$ cat src/rtl/ysyx_25040101_mem_pkg.sv
// Shared types for the IFU/LSU data-memory arbiter: FSM states, owners, access size codes.
package ysyx_25040101_mem_pkg;

    localparam int unsigned MEM_ADDR_W = 32;
    localparam int unsigned MEM_DATA_W = 32;
    localparam int unsigned SIZE_W     = 2;

    typedef enum logic [1:0] {
        IDLE = 2'd0,
        REQ  = 2'd1,
        RESP = 2'd2,
        RSP  = 2'd3
    } state_e;

    typedef enum logic {
        OWN_IFU = 1'b0,
        OWN_LSU = 1'b1
    } owner_e;

    localparam logic [SIZE_W-1:0] SZ_1B = 2'd0;
    localparam logic [SIZE_W-1:0] SZ_2B = 2'd1;
    localparam logic [SIZE_W-1:0] SZ_4B = 2'd2;

    // Size code 3 has no encoding and never reaches memory.
    function automatic logic size_illegal(input logic [SIZE_W-1:0] size);
        return size == 2'd3;
    endfunction

endpackage

$ cat src/rtl/ysyx_25040101_mem_arbiter_if.sv
// IFU, LSU and memory-backend bus signals of the arbiter; master = arbiter side, slave = environment.
interface ysyx_25040101_mem_arbiter_if
    import ysyx_25040101_mem_pkg::*;
#(
    parameter int unsigned ADDR_W = MEM_ADDR_W,
    parameter int unsigned DATA_W = MEM_DATA_W
) ();

    logic              ifu_req_valid;
    logic              ifu_req_ready;
    logic [ADDR_W-1:0] ifu_addr;
    logic              ifu_rsp_valid;
    logic [DATA_W-1:0] ifu_rsp_data;
    logic              ifu_rsp_err;

    logic              lsu_req_valid;
    logic              lsu_req_ready;
    logic [ADDR_W-1:0] lsu_addr;
    logic [DATA_W-1:0] lsu_wdata;
    logic              lsu_wen;
    logic [SIZE_W-1:0] lsu_size;
    logic              lsu_sext;
    logic              lsu_rsp_valid;
    logic [DATA_W-1:0] lsu_rsp_data;
    logic              lsu_rsp_err;

    logic              mem_req_valid;
    logic              mem_req_ready;
    logic [ADDR_W-1:0] mem_addr;
    logic [DATA_W-1:0] mem_wdata;
    logic              mem_wen;
    logic [SIZE_W-1:0] mem_size;
    logic              mem_sext;
    logic              mem_rsp_valid;
    logic [DATA_W-1:0] mem_rsp_data;
    logic              mem_rsp_err;

    modport master (
        input  ifu_req_valid, ifu_addr,
        input  lsu_req_valid, lsu_addr, lsu_wdata, lsu_wen, lsu_size, lsu_sext,
        input  mem_req_ready, mem_rsp_valid, mem_rsp_data, mem_rsp_err,
        output ifu_req_ready, ifu_rsp_valid, ifu_rsp_data, ifu_rsp_err,
        output lsu_req_ready, lsu_rsp_valid, lsu_rsp_data, lsu_rsp_err,
        output mem_req_valid, mem_addr, mem_wdata, mem_wen, mem_size, mem_sext
    );

    modport slave (
        output ifu_req_valid, ifu_addr,
        output lsu_req_valid, lsu_addr, lsu_wdata, lsu_wen, lsu_size, lsu_sext,
        output mem_req_ready, mem_rsp_valid, mem_rsp_data, mem_rsp_err,
        input  ifu_req_ready, ifu_rsp_valid, ifu_rsp_data, ifu_rsp_err,
        input  lsu_req_ready, lsu_rsp_valid, lsu_rsp_data, lsu_rsp_err,
        input  mem_req_valid, mem_addr, mem_wdata, mem_wen, mem_size, mem_sext
    );

endinterface

$ cat src/rtl/ysyx_25040101_rr_arb2.sv
// Two-way round-robin picker: bit 0 = IFU, bit 1 = LSU; a tie goes to the side not granted last.
module ysyx_25040101_rr_arb2
    import ysyx_25040101_mem_pkg::*;
(
    input  logic [1:0] req,
    input  owner_e     last_grant,
    output logic [1:0] grant
);

    always_comb begin
        grant = req;
        if (req == 2'b11) begin
            grant = (last_grant == OWN_LSU) ? 2'b01 : 2'b10;
        end
    end

endmodule

$ cat src/rtl/ysyx_25040101_mem_arbiter.sv
// Shares one data-memory port between IFU and LSU, one transaction outstanding, round-robin grant.
// Optional watchdog on stuck memory transactions: define YSYX_25040101_ARB_TIMEOUT_EN.
module ysyx_25040101_mem_arbiter
    import ysyx_25040101_mem_pkg::*;
#(
    parameter int unsigned ADDR_W      = MEM_ADDR_W,
    parameter int unsigned DATA_W      = MEM_DATA_W,
    parameter int unsigned TIMEOUT_CYC = 255
) (
    input logic                          clk,
    input logic                          rst_n,
    ysyx_25040101_mem_arbiter_if.master  bus
);

    state_e            state_q, state_d;
    owner_e            owner_q, last_grant_q;
    logic [1:0]        grant;
    logic              accept;
    logic              illegal_q;
    logic              timeout_hit;

    logic              mem_req_valid_q;
    logic [ADDR_W-1:0] mem_addr_q;
    logic [DATA_W-1:0] mem_wdata_q;
    logic              mem_wen_q;
    logic [SIZE_W-1:0] mem_size_q;
    logic              mem_sext_q;

    logic              ifu_req_ready_c, lsu_req_ready_c;
    logic              rsp_load;
    logic [DATA_W-1:0] rsp_data_n;
    logic              rsp_err_n;

    logic              ifu_rsp_valid_q, lsu_rsp_valid_q;
    logic [DATA_W-1:0] ifu_rsp_data_q, lsu_rsp_data_q;
    logic              ifu_rsp_err_q, lsu_rsp_err_q;

    ysyx_25040101_rr_arb2 u_rr_arb2 (
        .req        ({bus.lsu_req_valid, bus.ifu_req_valid}),
        .last_grant (last_grant_q),
        .grant      (grant)
    );

    assign accept = (state_q == IDLE) && (|grant) && rst_n;

`ifdef YSYX_25040101_ARB_TIMEOUT_EN
    localparam int unsigned CNT_W = $clog2(TIMEOUT_CYC + 1);
    logic [CNT_W-1:0] cnt_q;
    logic             busy_c;

    assign busy_c      = (state_q == REQ) || (state_q == RESP);
    assign timeout_hit = busy_c && (cnt_q == CNT_W'(TIMEOUT_CYC));

    // Saturating watchdog, restarted on every accept.
    always_ff @(posedge clk or negedge rst_n) begin
        if (!rst_n) begin
            cnt_q <= '0;
        end else if (accept) begin
            cnt_q <= '0;
        end else if (busy_c && !timeout_hit) begin
            cnt_q <= cnt_q + CNT_W'(1);
        end
    end
`else
    assign timeout_hit = 1'b0;
`endif

    always_ff @(posedge clk or negedge rst_n) begin
        if (!rst_n) state_q <= IDLE;
        else        state_q <= state_d;
    end

    // Next state, combinational grants and the response value to capture on entry to RSP.
    always_comb begin
        state_d         = state_q;
        ifu_req_ready_c = 1'b0;
        lsu_req_ready_c = 1'b0;
        rsp_load        = 1'b0;
        rsp_data_n      = '0;
        rsp_err_n       = 1'b0;
        unique case (state_q)
            IDLE: begin
                ifu_req_ready_c = grant[0] && rst_n;
                lsu_req_ready_c = grant[1] && rst_n;
                if (|grant) state_d = REQ;
            end
            REQ: begin
                if (illegal_q || timeout_hit) begin
                    state_d   = RSP;
                    rsp_load  = 1'b1;
                    rsp_err_n = 1'b1;
                end else if (bus.mem_req_ready) begin
                    state_d = RESP;
                end
            end
            RESP: begin
                if (bus.mem_rsp_valid) begin
                    state_d    = RSP;
                    rsp_load   = 1'b1;
                    rsp_data_n = mem_wen_q ? '0 : bus.mem_rsp_data;
                    rsp_err_n  = bus.mem_rsp_err;
                end else if (timeout_hit) begin
                    state_d   = RSP;
                    rsp_load  = 1'b1;
                    rsp_err_n = 1'b1;
                end
            end
            RSP:     state_d = IDLE;
            default: state_d = IDLE;
        endcase
    end

    // Request latch: fields captured on accept, valid held for the whole REQ phase.
    always_ff @(posedge clk or negedge rst_n) begin
        if (!rst_n) begin
            owner_q         <= OWN_IFU;
            last_grant_q    <= OWN_LSU;
            illegal_q       <= 1'b0;
            mem_req_valid_q <= 1'b0;
            mem_addr_q      <= '0;
            mem_wdata_q     <= '0;
            mem_wen_q       <= 1'b0;
            mem_size_q      <= '0;
            mem_sext_q      <= 1'b0;
        end else if (accept) begin
            if (grant[0]) begin
                owner_q         <= OWN_IFU;
                last_grant_q    <= OWN_IFU;
                illegal_q       <= 1'b0;
                mem_req_valid_q <= 1'b1;
                mem_addr_q      <= bus.ifu_addr;
                mem_wdata_q     <= '0;
                mem_wen_q       <= 1'b0;
                mem_size_q      <= SZ_4B;
                mem_sext_q      <= 1'b0;
            end else begin
                owner_q         <= OWN_LSU;
                last_grant_q    <= OWN_LSU;
                illegal_q       <= size_illegal(bus.lsu_size);
                mem_req_valid_q <= !size_illegal(bus.lsu_size);
                mem_addr_q      <= bus.lsu_addr;
                mem_wdata_q     <= bus.lsu_wdata;
                mem_wen_q       <= bus.lsu_wen;
                mem_size_q      <= bus.lsu_size;
                mem_sext_q      <= bus.lsu_sext;
            end
        end else if (state_d != REQ) begin
            mem_req_valid_q <= 1'b0;
        end
    end

    // Owner's response registers; valid is a single-cycle pulse during RSP.
    always_ff @(posedge clk or negedge rst_n) begin
        if (!rst_n) begin
            ifu_rsp_valid_q <= 1'b0;
            ifu_rsp_data_q  <= '0;
            ifu_rsp_err_q   <= 1'b0;
            lsu_rsp_valid_q <= 1'b0;
            lsu_rsp_data_q  <= '0;
            lsu_rsp_err_q   <= 1'b0;
        end else begin
            ifu_rsp_valid_q <= 1'b0;
            lsu_rsp_valid_q <= 1'b0;
            if (rsp_load) begin
                if (owner_q == OWN_IFU) begin
                    ifu_rsp_valid_q <= 1'b1;
                    ifu_rsp_data_q  <= rsp_data_n;
                    ifu_rsp_err_q   <= rsp_err_n;
                end else begin
                    lsu_rsp_valid_q <= 1'b1;
                    lsu_rsp_data_q  <= rsp_data_n;
                    lsu_rsp_err_q   <= rsp_err_n;
                end
            end
        end
    end

    assign bus.ifu_req_ready = ifu_req_ready_c;
    assign bus.lsu_req_ready = lsu_req_ready_c;
    assign bus.ifu_rsp_valid = ifu_rsp_valid_q;
    assign bus.ifu_rsp_data  = ifu_rsp_data_q;
    assign bus.ifu_rsp_err   = ifu_rsp_err_q;
    assign bus.lsu_rsp_valid = lsu_rsp_valid_q;
    assign bus.lsu_rsp_data  = lsu_rsp_data_q;
    assign bus.lsu_rsp_err   = lsu_rsp_err_q;
    assign bus.mem_req_valid = mem_req_valid_q;
    assign bus.mem_addr      = mem_addr_q;
    assign bus.mem_wdata     = mem_wdata_q;
    assign bus.mem_wen       = mem_wen_q;
    assign bus.mem_size      = mem_size_q;
    assign bus.mem_sext      = mem_sext_q;

endmodule
$ cat src/flat_wrapper.sv
// flat-port wrapper written by rule: the top's interface ports become plain ports
module ysyx_25040101_mem_arbiter_flat import ysyx_25040101_mem_pkg::*;
#(
    parameter int unsigned ADDR_W      = MEM_ADDR_W,
    parameter int unsigned DATA_W      = MEM_DATA_W,
    parameter int unsigned TIMEOUT_CYC = 255
)
  (clk, rst_n, bus_ifu_req_valid, bus_ifu_addr, bus_lsu_req_valid, bus_lsu_addr, bus_lsu_wdata, bus_lsu_wen, bus_lsu_size, bus_lsu_sext, bus_mem_req_ready, bus_mem_rsp_valid, bus_mem_rsp_data, bus_mem_rsp_err, bus_ifu_req_ready, bus_ifu_rsp_valid, bus_ifu_rsp_data, bus_ifu_rsp_err, bus_lsu_req_ready, bus_lsu_rsp_valid, bus_lsu_rsp_data, bus_lsu_rsp_err, bus_mem_req_valid, bus_mem_addr, bus_mem_wdata, bus_mem_wen, bus_mem_size, bus_mem_sext);
  ysyx_25040101_mem_arbiter_if #(.ADDR_W(ADDR_W), .DATA_W(DATA_W)) bus_i ();
  input logic clk;
  input logic rst_n;
  input wire logic [$bits(bus_i.ifu_req_valid)-1:0] bus_ifu_req_valid;
  input wire logic [$bits(bus_i.ifu_addr)-1:0] bus_ifu_addr;
  input wire logic [$bits(bus_i.lsu_req_valid)-1:0] bus_lsu_req_valid;
  input wire logic [$bits(bus_i.lsu_addr)-1:0] bus_lsu_addr;
  input wire logic [$bits(bus_i.lsu_wdata)-1:0] bus_lsu_wdata;
  input wire logic [$bits(bus_i.lsu_wen)-1:0] bus_lsu_wen;
  input wire logic [$bits(bus_i.lsu_size)-1:0] bus_lsu_size;
  input wire logic [$bits(bus_i.lsu_sext)-1:0] bus_lsu_sext;
  input wire logic [$bits(bus_i.mem_req_ready)-1:0] bus_mem_req_ready;
  input wire logic [$bits(bus_i.mem_rsp_valid)-1:0] bus_mem_rsp_valid;
  input wire logic [$bits(bus_i.mem_rsp_data)-1:0] bus_mem_rsp_data;
  input wire logic [$bits(bus_i.mem_rsp_err)-1:0] bus_mem_rsp_err;
  output wire logic [$bits(bus_i.ifu_req_ready)-1:0] bus_ifu_req_ready;
  output wire logic [$bits(bus_i.ifu_rsp_valid)-1:0] bus_ifu_rsp_valid;
  output wire logic [$bits(bus_i.ifu_rsp_data)-1:0] bus_ifu_rsp_data;
  output wire logic [$bits(bus_i.ifu_rsp_err)-1:0] bus_ifu_rsp_err;
  output wire logic [$bits(bus_i.lsu_req_ready)-1:0] bus_lsu_req_ready;
  output wire logic [$bits(bus_i.lsu_rsp_valid)-1:0] bus_lsu_rsp_valid;
  output wire logic [$bits(bus_i.lsu_rsp_data)-1:0] bus_lsu_rsp_data;
  output wire logic [$bits(bus_i.lsu_rsp_err)-1:0] bus_lsu_rsp_err;
  output wire logic [$bits(bus_i.mem_req_valid)-1:0] bus_mem_req_valid;
  output wire logic [$bits(bus_i.mem_addr)-1:0] bus_mem_addr;
  output wire logic [$bits(bus_i.mem_wdata)-1:0] bus_mem_wdata;
  output wire logic [$bits(bus_i.mem_wen)-1:0] bus_mem_wen;
  output wire logic [$bits(bus_i.mem_size)-1:0] bus_mem_size;
  output wire logic [$bits(bus_i.mem_sext)-1:0] bus_mem_sext;
  assign bus_i.ifu_req_valid = bus_ifu_req_valid;
  assign bus_i.ifu_addr = bus_ifu_addr;
  assign bus_i.lsu_req_valid = bus_lsu_req_valid;
  assign bus_i.lsu_addr = bus_lsu_addr;
  assign bus_i.lsu_wdata = bus_lsu_wdata;
  assign bus_i.lsu_wen = bus_lsu_wen;
  assign bus_i.lsu_size = bus_lsu_size;
  assign bus_i.lsu_sext = bus_lsu_sext;
  assign bus_i.mem_req_ready = bus_mem_req_ready;
  assign bus_i.mem_rsp_valid = bus_mem_rsp_valid;
  assign bus_i.mem_rsp_data = bus_mem_rsp_data;
  assign bus_i.mem_rsp_err = bus_mem_rsp_err;
  assign bus_ifu_req_ready = bus_i.ifu_req_ready;
  assign bus_ifu_rsp_valid = bus_i.ifu_rsp_valid;
  assign bus_ifu_rsp_data = bus_i.ifu_rsp_data;
  assign bus_ifu_rsp_err = bus_i.ifu_rsp_err;
  assign bus_lsu_req_ready = bus_i.lsu_req_ready;
  assign bus_lsu_rsp_valid = bus_i.lsu_rsp_valid;
  assign bus_lsu_rsp_data = bus_i.lsu_rsp_data;
  assign bus_lsu_rsp_err = bus_i.lsu_rsp_err;
  assign bus_mem_req_valid = bus_i.mem_req_valid;
  assign bus_mem_addr = bus_i.mem_addr;
  assign bus_mem_wdata = bus_i.mem_wdata;
  assign bus_mem_wen = bus_i.mem_wen;
  assign bus_mem_size = bus_i.mem_size;
  assign bus_mem_sext = bus_i.mem_sext;
  ysyx_25040101_mem_arbiter #(.ADDR_W(ADDR_W), .DATA_W(DATA_W), .TIMEOUT_CYC(TIMEOUT_CYC)) u_core (.clk(clk), .rst_n(rst_n), .bus(bus_i));
endmodule
$ cat config.mk
export PLATFORM = sky130hd
export DESIGN_NAME = ysyx_25040101_mem_arbiter_flat
export DESIGN_NICKNAME = d
export VERILOG_FILES = /design/src/rtl/ysyx_25040101_mem_pkg.sv /design/src/rtl/ysyx_25040101_mem_arbiter_if.sv /design/src/rtl/ysyx_25040101_rr_arb2.sv /design/src/rtl/ysyx_25040101_mem_arbiter.sv /design/src/flat_wrapper.sv
export SDC_FILE = /design/constraint.sdc
export NUM_CORES = 1
export LEC_CHECK = 0
export ABC_AREA = 1
export CAP_MARGIN = 5
export CORE_ASPECT_RATIO = 0.8
export CORE_MARGIN = 1.5
export CORE_UTILIZATION = 45
export DETAILED_ROUTE_END_ITERATION = 8
export GPL_TIMING_DRIVEN = 0
export PLACE_DENSITY = 0.95
export SLEW_MARGIN = 20
export SYNTH_ARGS = -nofsm -noshare
export SYNTH_HDL_FRONTEND = slang
export SYNTH_SLANG_ARGS = --single-unit
$ cat constraint.sdc
create_clock -name clk -period 3.9 [get_ports clk]
set_clock_uncertainty 0.15 [all_clocks]
set_input_delay 0.78 -clock clk [delete_from_list [all_inputs] [get_ports clk]]
set_output_delay 0.78 -clock clk [all_outputs]
set_load 0.005 [all_outputs]
After elaboration in Yosys (flattened, before gate mapping)

Index checks and enable logic that the tools add are counted.

Flip-flop bits (word level): 142
Latch bits: 0
Bits in writable memories: 0
Memory bits (read-only): 0
Input bits: 139
Output and inout port bits: 139
Logic and storage cells: 64
Memories: 0

Add/subtract/negate cells: 0
$mul: 0
Divide/modulo/power cells: 0
$lt $le $gt $ge: 0
Equality and inequality tests: 6
Shifts and indexed selects: 0
Multiplexer cells: 31
Bitwise logic cells: 1
Reductions and logical operators: 10

Operators with widths:

| cell                                                  | number |
|---|---|
| 2-to-1 mux 32 bit                                     | 5 |
| 2-to-1 mux 1 bit                                      | 16 |
| 2-to-1 mux 2 bit                                      | 7 |
| equality test 2 bit, second input constant            | 4 |
| case mux 2 bit (4 select lines)                       | 1 |
| logical AND 1 bit                                     | 4 |
| case mux 1 bit (2 select lines)                       | 2 |
| AND reduction 2 bit                                   | 2 |
| equality test 2 x 1 -> 1 bit, second input constant   | 1 |
| logical NOT 2 bit                                     | 1 |
| inequality test 2 x 1 -> 1 bit, second input constant | 1 |
| nonzero test 2 bit                                    | 1 |
| OR reduction 2 bit                                    | 1 |
| logical NOT 1 bit                                     | 1 |
| NOT 1 bit                                             | 1 |

Longest topological paths before layout

Gate-level depths: netlist of the first run.

Depth in word-level cells: 8
Mapped depth: 11
Gate-level depth less buffers: 9

By module

From an unflattened synthesis of the first run, not the netlist that was laid out.

Cell total of the unflattened synthesis: 648
Area total of the unflattened synthesis: 6097.1 µm²

Modules (own cells, without submodules):

| module                    | times used | cells an instance | area each (µm²) | seq. area each (µm²) |
|---|---|---|---|---|
| ysyx_25040101_mem_arbiter | 1          | 643               | 6075.8          | 3554.7 |
| ysyx_25040101_rr_arb2     | 1          | 5                 | 21.3            | 0.0 |

Worst setup path after synthesis of the first run

No wires, ideal clock.

Path kind: in2out
Start: input port bus_lsu_req_valid
End: output port bus_lsu_req_ready
Arrival time: 1.367 ns
Path slack: 1.603 ns
Stages on the path: 7
Buffers on the path: 1
Path through: inv_1 > nand2_1 > nand2_2 > inv_2 > nand2_2 > inv_2 > buf_4

Word-level cells in the longest chain between the ends: 4

Ends and longest elaborated chain:

| what                | RTL line                        | source |
|---|---|---|
| start, declared     | flat_wrapper.sv:14              | `input wire logic [$bits(bus_i.lsu_req_valid)-1:0] bus_lsu_req_valid;` |
| equality test 2 bit | ysyx_25040101_rr_arb2.sv:12     | `if (req == 2'b11) begin` |
| 2-to-1 mux 2 bit *  | ysyx_25040101_rr_arb2.sv:12     |  |
| logical AND 1 bit * | ysyx_25040101_mem_arbiter.sv:84 | `lsu_req_ready_c = grant[1] && rst_n;` |
| 2-to-1 mux 1 bit *  | ysyx_25040101_mem_arbiter.sv:81 | `unique case (state_q)` |
| end, declared       | flat_wrapper.sv:28              | `output wire logic [$bits(bus_i.lsu_req_ready)-1:0] bus_lsu_req_ready;` |

Mark *: on every way between the ends. The rest lies on a longest branch, timed or not.

Final worst setup path of the first run

Start: input port rst_n
End: output port bus_lsu_req_ready

Word-level cells in the longest chain between the ends: 2

Ends and longest elaborated chain:

| what              | RTL line                        | source |
|---|---|---|
| start, declared   | flat_wrapper.sv:11              | `input logic rst_n;` |
| logical AND 1 bit | ysyx_25040101_mem_arbiter.sv:84 |  |
| 2-to-1 mux 1 bit  | ysyx_25040101_mem_arbiter.sv:81 |  |

Every way passes these cells.

==> results of run 1 <==
synthesized netlist by cell type, drive strengths merged:
cell type | instances | share of area, %
dfstp | 1 | 0.44
o22a | 1 | 0.15
buf | 32 | 4.3
nand3 | 2 | 0.17
nand2 | 265 | 17
o21ai | 66 | 8.4
clkbuf | 5 | 0.36
o21a | 1 | 0.13
or2 | 1 | 0.10
ha | 4 | 0.84
dfrtp | 141 | 59
inv | 15 | 0.94
nor2 | 40 | 2.8
a21oi | 64 | 5.4
per-stage QoR:
step	util, %	cell area (um2)	total power, mW	setup slack (ps)	hold WS [ps]
4_1_cts	74.2	9580	7.28	157	113
5_1_grt	74.2	9580	7.68	29.0	121
3_3_place_gp	69.4	8960	5.54	-5030	308
6_report	74.2	9580	7.24	211	99.5
2_1_floorplan	-	5970	3.78	1600	292
3_5_place_dp	69.7	9000	5.69	-34.7	314
power groups by stage:
stage / Combinational, mW / Clock, mW / Sequential, mW
2_1_floorplan: 1.22 / 0 / 2.57
3_3_place_gp: 3.02 / 0 / 2.52
3_5_place_dp: 3.13 / 0 / 2.56
4_1_cts: 3.17 / 1.56 / 2.55
5_1_grt: 3.42 / 1.64 / 2.63
6_report: 3.14 / 1.55 / 2.56
flip-flops by register name, summed over array words and instances, names as in the netlist, 2 cells and up:
signal                   count
u_core.bus.mem_wdata        32
u_core.bus.ifu_rsp_data     32
u_core.bus.mem_addr         32
u_core.bus.lsu_rsp_data     32
u_core.state_q               2
u_core.bus.mem_size          2
layout make-up:
cell class / count / share of cell area [%]
inverter: 15 / 0.588
clock inverter: 11 / 1.27
buffer: 37 / 2.89
sequential: 142 / 37.1
clock buffer: 18 / 4.48
multi-input combinational: 444 / 21.8
timing repair buffer: 279 / 29.6
tap: 175 / 2.29
cell families (layout without fill, tap and decap cells):
group,after synthesis,after routing,synth area share (%)
and+or+nand+nor,308,308,20.0
DFF,142,142,59.5
adders and majority gates,4,4,0.838
AOI/OAI and AO/OA,132,132,14.1
buffers and inverters,52,360,5.57
routing by layer:
layer	vias up	part of all wire (%)	global-route usage (%)	wire, um
met5	-	0	0	0
met1	2747	39	33.3	7370
li1	2628	-	-	-
met4	0	2.7	11.2	509
met3	46	7.0	7.44	1330
met2	277	51	49.7	9770
critical path: stages:
cell	delay, ps
buf_8	280
buf_16	290
nand2_1	170
nor2_2	200
nand2_2	110
inv_2	160
buf_4	200
clkdlybuf4s50_1	540
what timing repair did:
item                                    4_1_cts  5_1_grt
hold endpoints to repair                      0        0
endpoints found under the setup margin        1        0
hold buffers                                  0        0
worst min path at each step:
stage / slack [ps] / cells after the start / endpoint / start
after global placement: 310 / 2 / u_core.bus.ifu_rsp_err / u_core.bus.ifu_rsp_err
after CTS: 110 / 1 / u_core.bus.mem_addr[19] / rst_n
final: 100 / 1 / u_core.bus.mem_addr[19] / rst_n
after detailed placement: 310 / 2 / u_core.bus.mem_wdata[9] / u_core.bus.mem_wdata[9]
after floorplan: 290 / 2 / u_core.last_grant_q / u_core.last_grant_q
after global routing: 120 / 1 / u_core.bus.mem_addr[19] / rst_n
==> impl_results.md, run 1 <==
* Residual DRC at 0
* Final Hold Viols at 0
* PwrDens at 756 mW/mm2
* Maximum VDD drop at 0.000421 V
* Max-cap violations at 0
* Vias at 5698
* Worst setup SP type: input port
* Combinational power share at 43.4%
* CTS Root Cell: clkbuf_16
* Most frequent cells in the layout: clkdlybuf4s50_1 (276), nand2_1 (260), dfrtp_1 (141)
* Crit path max fanout at 51
* Initial Utilization at 46.2%
* Placed Cells at 1091
* RSZ-0062 raised after global routing: false
* Worst r2r dst: u_core.bus.ifu_rsp_data[11]
* Net Sw Power at between 2 and 2.5 mW
* Gate Count Post-Synth at 638
* I/O pins at 278
* Largest net degree at the start of global routing at 52
* Register area share after synthesis at 59.5%
* Htree depth at 4
* Setup TNS at 0 ps
* Status: completed
* Drt pass-1 iters at 4
* Final min period at 3690 ps
* Vias in the first global route at 5936
* Die Area at between 0.01 and 0.015 mm2
* Final-report setup violation count at 0
* Critical path required time at 2970 ps
* Antenna violations before repair at 0
* Clock power frac at between 20% and 30%
* Count of clock tree sinks at 142
* Total congestion overflow at 0
* Routed wire length at 19000 um
* Leakage at 4.33 nW
* Placer's final routability congestion estimate at 0.852
* CTS Buffer Depth at 2
* Worst r2r path cells at 7
* Worst Max-Slew Pin Slew at 476 ps
* Remaining antenna violation count at 0
* Register Area at 0.00355 mm2
* Worst-path clk slew at approximately 60 ps
* Syn_area_per_cell at 9.36 um2
* Rows at 37
* Seq pwr share at 35.3%
* TritonCTS clock tree: yes
* Synth Register Bits at 142
* Worst setup EP type: output port
* Die X at 132 um
* Layout area overhead at 60.4%
* Worst setup path class: in2out
* R2R Setup Slk at approximately 1900 ps
* F_max at 0.271 GHz
* Int Pwr at 4.83 mW
* Mapped cell area at 0.00597 mm2
* Layout Cells excl Fill at 1121
* Worst hold path type: in2async
* DR iter-0 viols at 366
* Nets at around 1100
* Yosys cell types at 24
* Commonest non-fill, non-tap cell in the layout: clkdlybuf4s50_1
* GRT Total Usage at between 20% and 30%
* Synth Net Count at 781
* Core area at 0.0129 mm2
* Share of cells above drive strength 1 at 13.3%
* Worst setup endpoint: bus_lsu_req_ready
* Fillers at 850
* Slew Viols, Final at 0
* Rel. slew slack at 68.3%
* Worst-Skew Late Latency at 410 ps
* Fin crit share at between 90% and 100%
* Sw frac at 33.3%
* Die height at approximately 110 um
* # Post-CTS Setup Buffers at 0
* DP HPWL at approximately 14000 um
* Post-CTS Resized at 0
* Worst setup path startpoint: rst_n
* Port Buffer Count at 277
* Worst Path Arrival at 2760 ps
* # diodes at 0
* Routed vias/inst at between 5 and 6
* Multi-input gate area at 0.00209 mm2
* R2r startpoint: u_core.state_q[0]
* Total CTS buffers at 17
* First-pass GRT wire length at 30700 um
* Wire length per cell at 16.9 um
* Synthesis Warnings at 0
Note: power is estimated with default switching activity, not from simulation.
==> run 2: changes to the inputs <==
--- a/config.mk
+++ b/config.mk
@@ -10,6 +10,8 @@
 export CORE_ASPECT_RATIO = 0.8
 export CORE_MARGIN = 1.5
 export CORE_UTILIZATION = 45
+export CTS_CLUSTER_DIAMETER = 30
+export CTS_CLUSTER_SIZE = 20
 export DETAILED_ROUTE_END_ITERATION = 8
 export GPL_TIMING_DRIVEN = 0
 export PLACE_DENSITY = 0.95
@@ -17,3 +19,4 @@
 export SYNTH_ARGS = -nofsm -noshare
 export SYNTH_HDL_FRONTEND = slang
 export SYNTH_SLANG_ARGS = --single-unit
+export TNS_END_PERCENT = 1
==> results of run 2 <==
No change in the layout: final DEF, timing and power equal those of run 1.
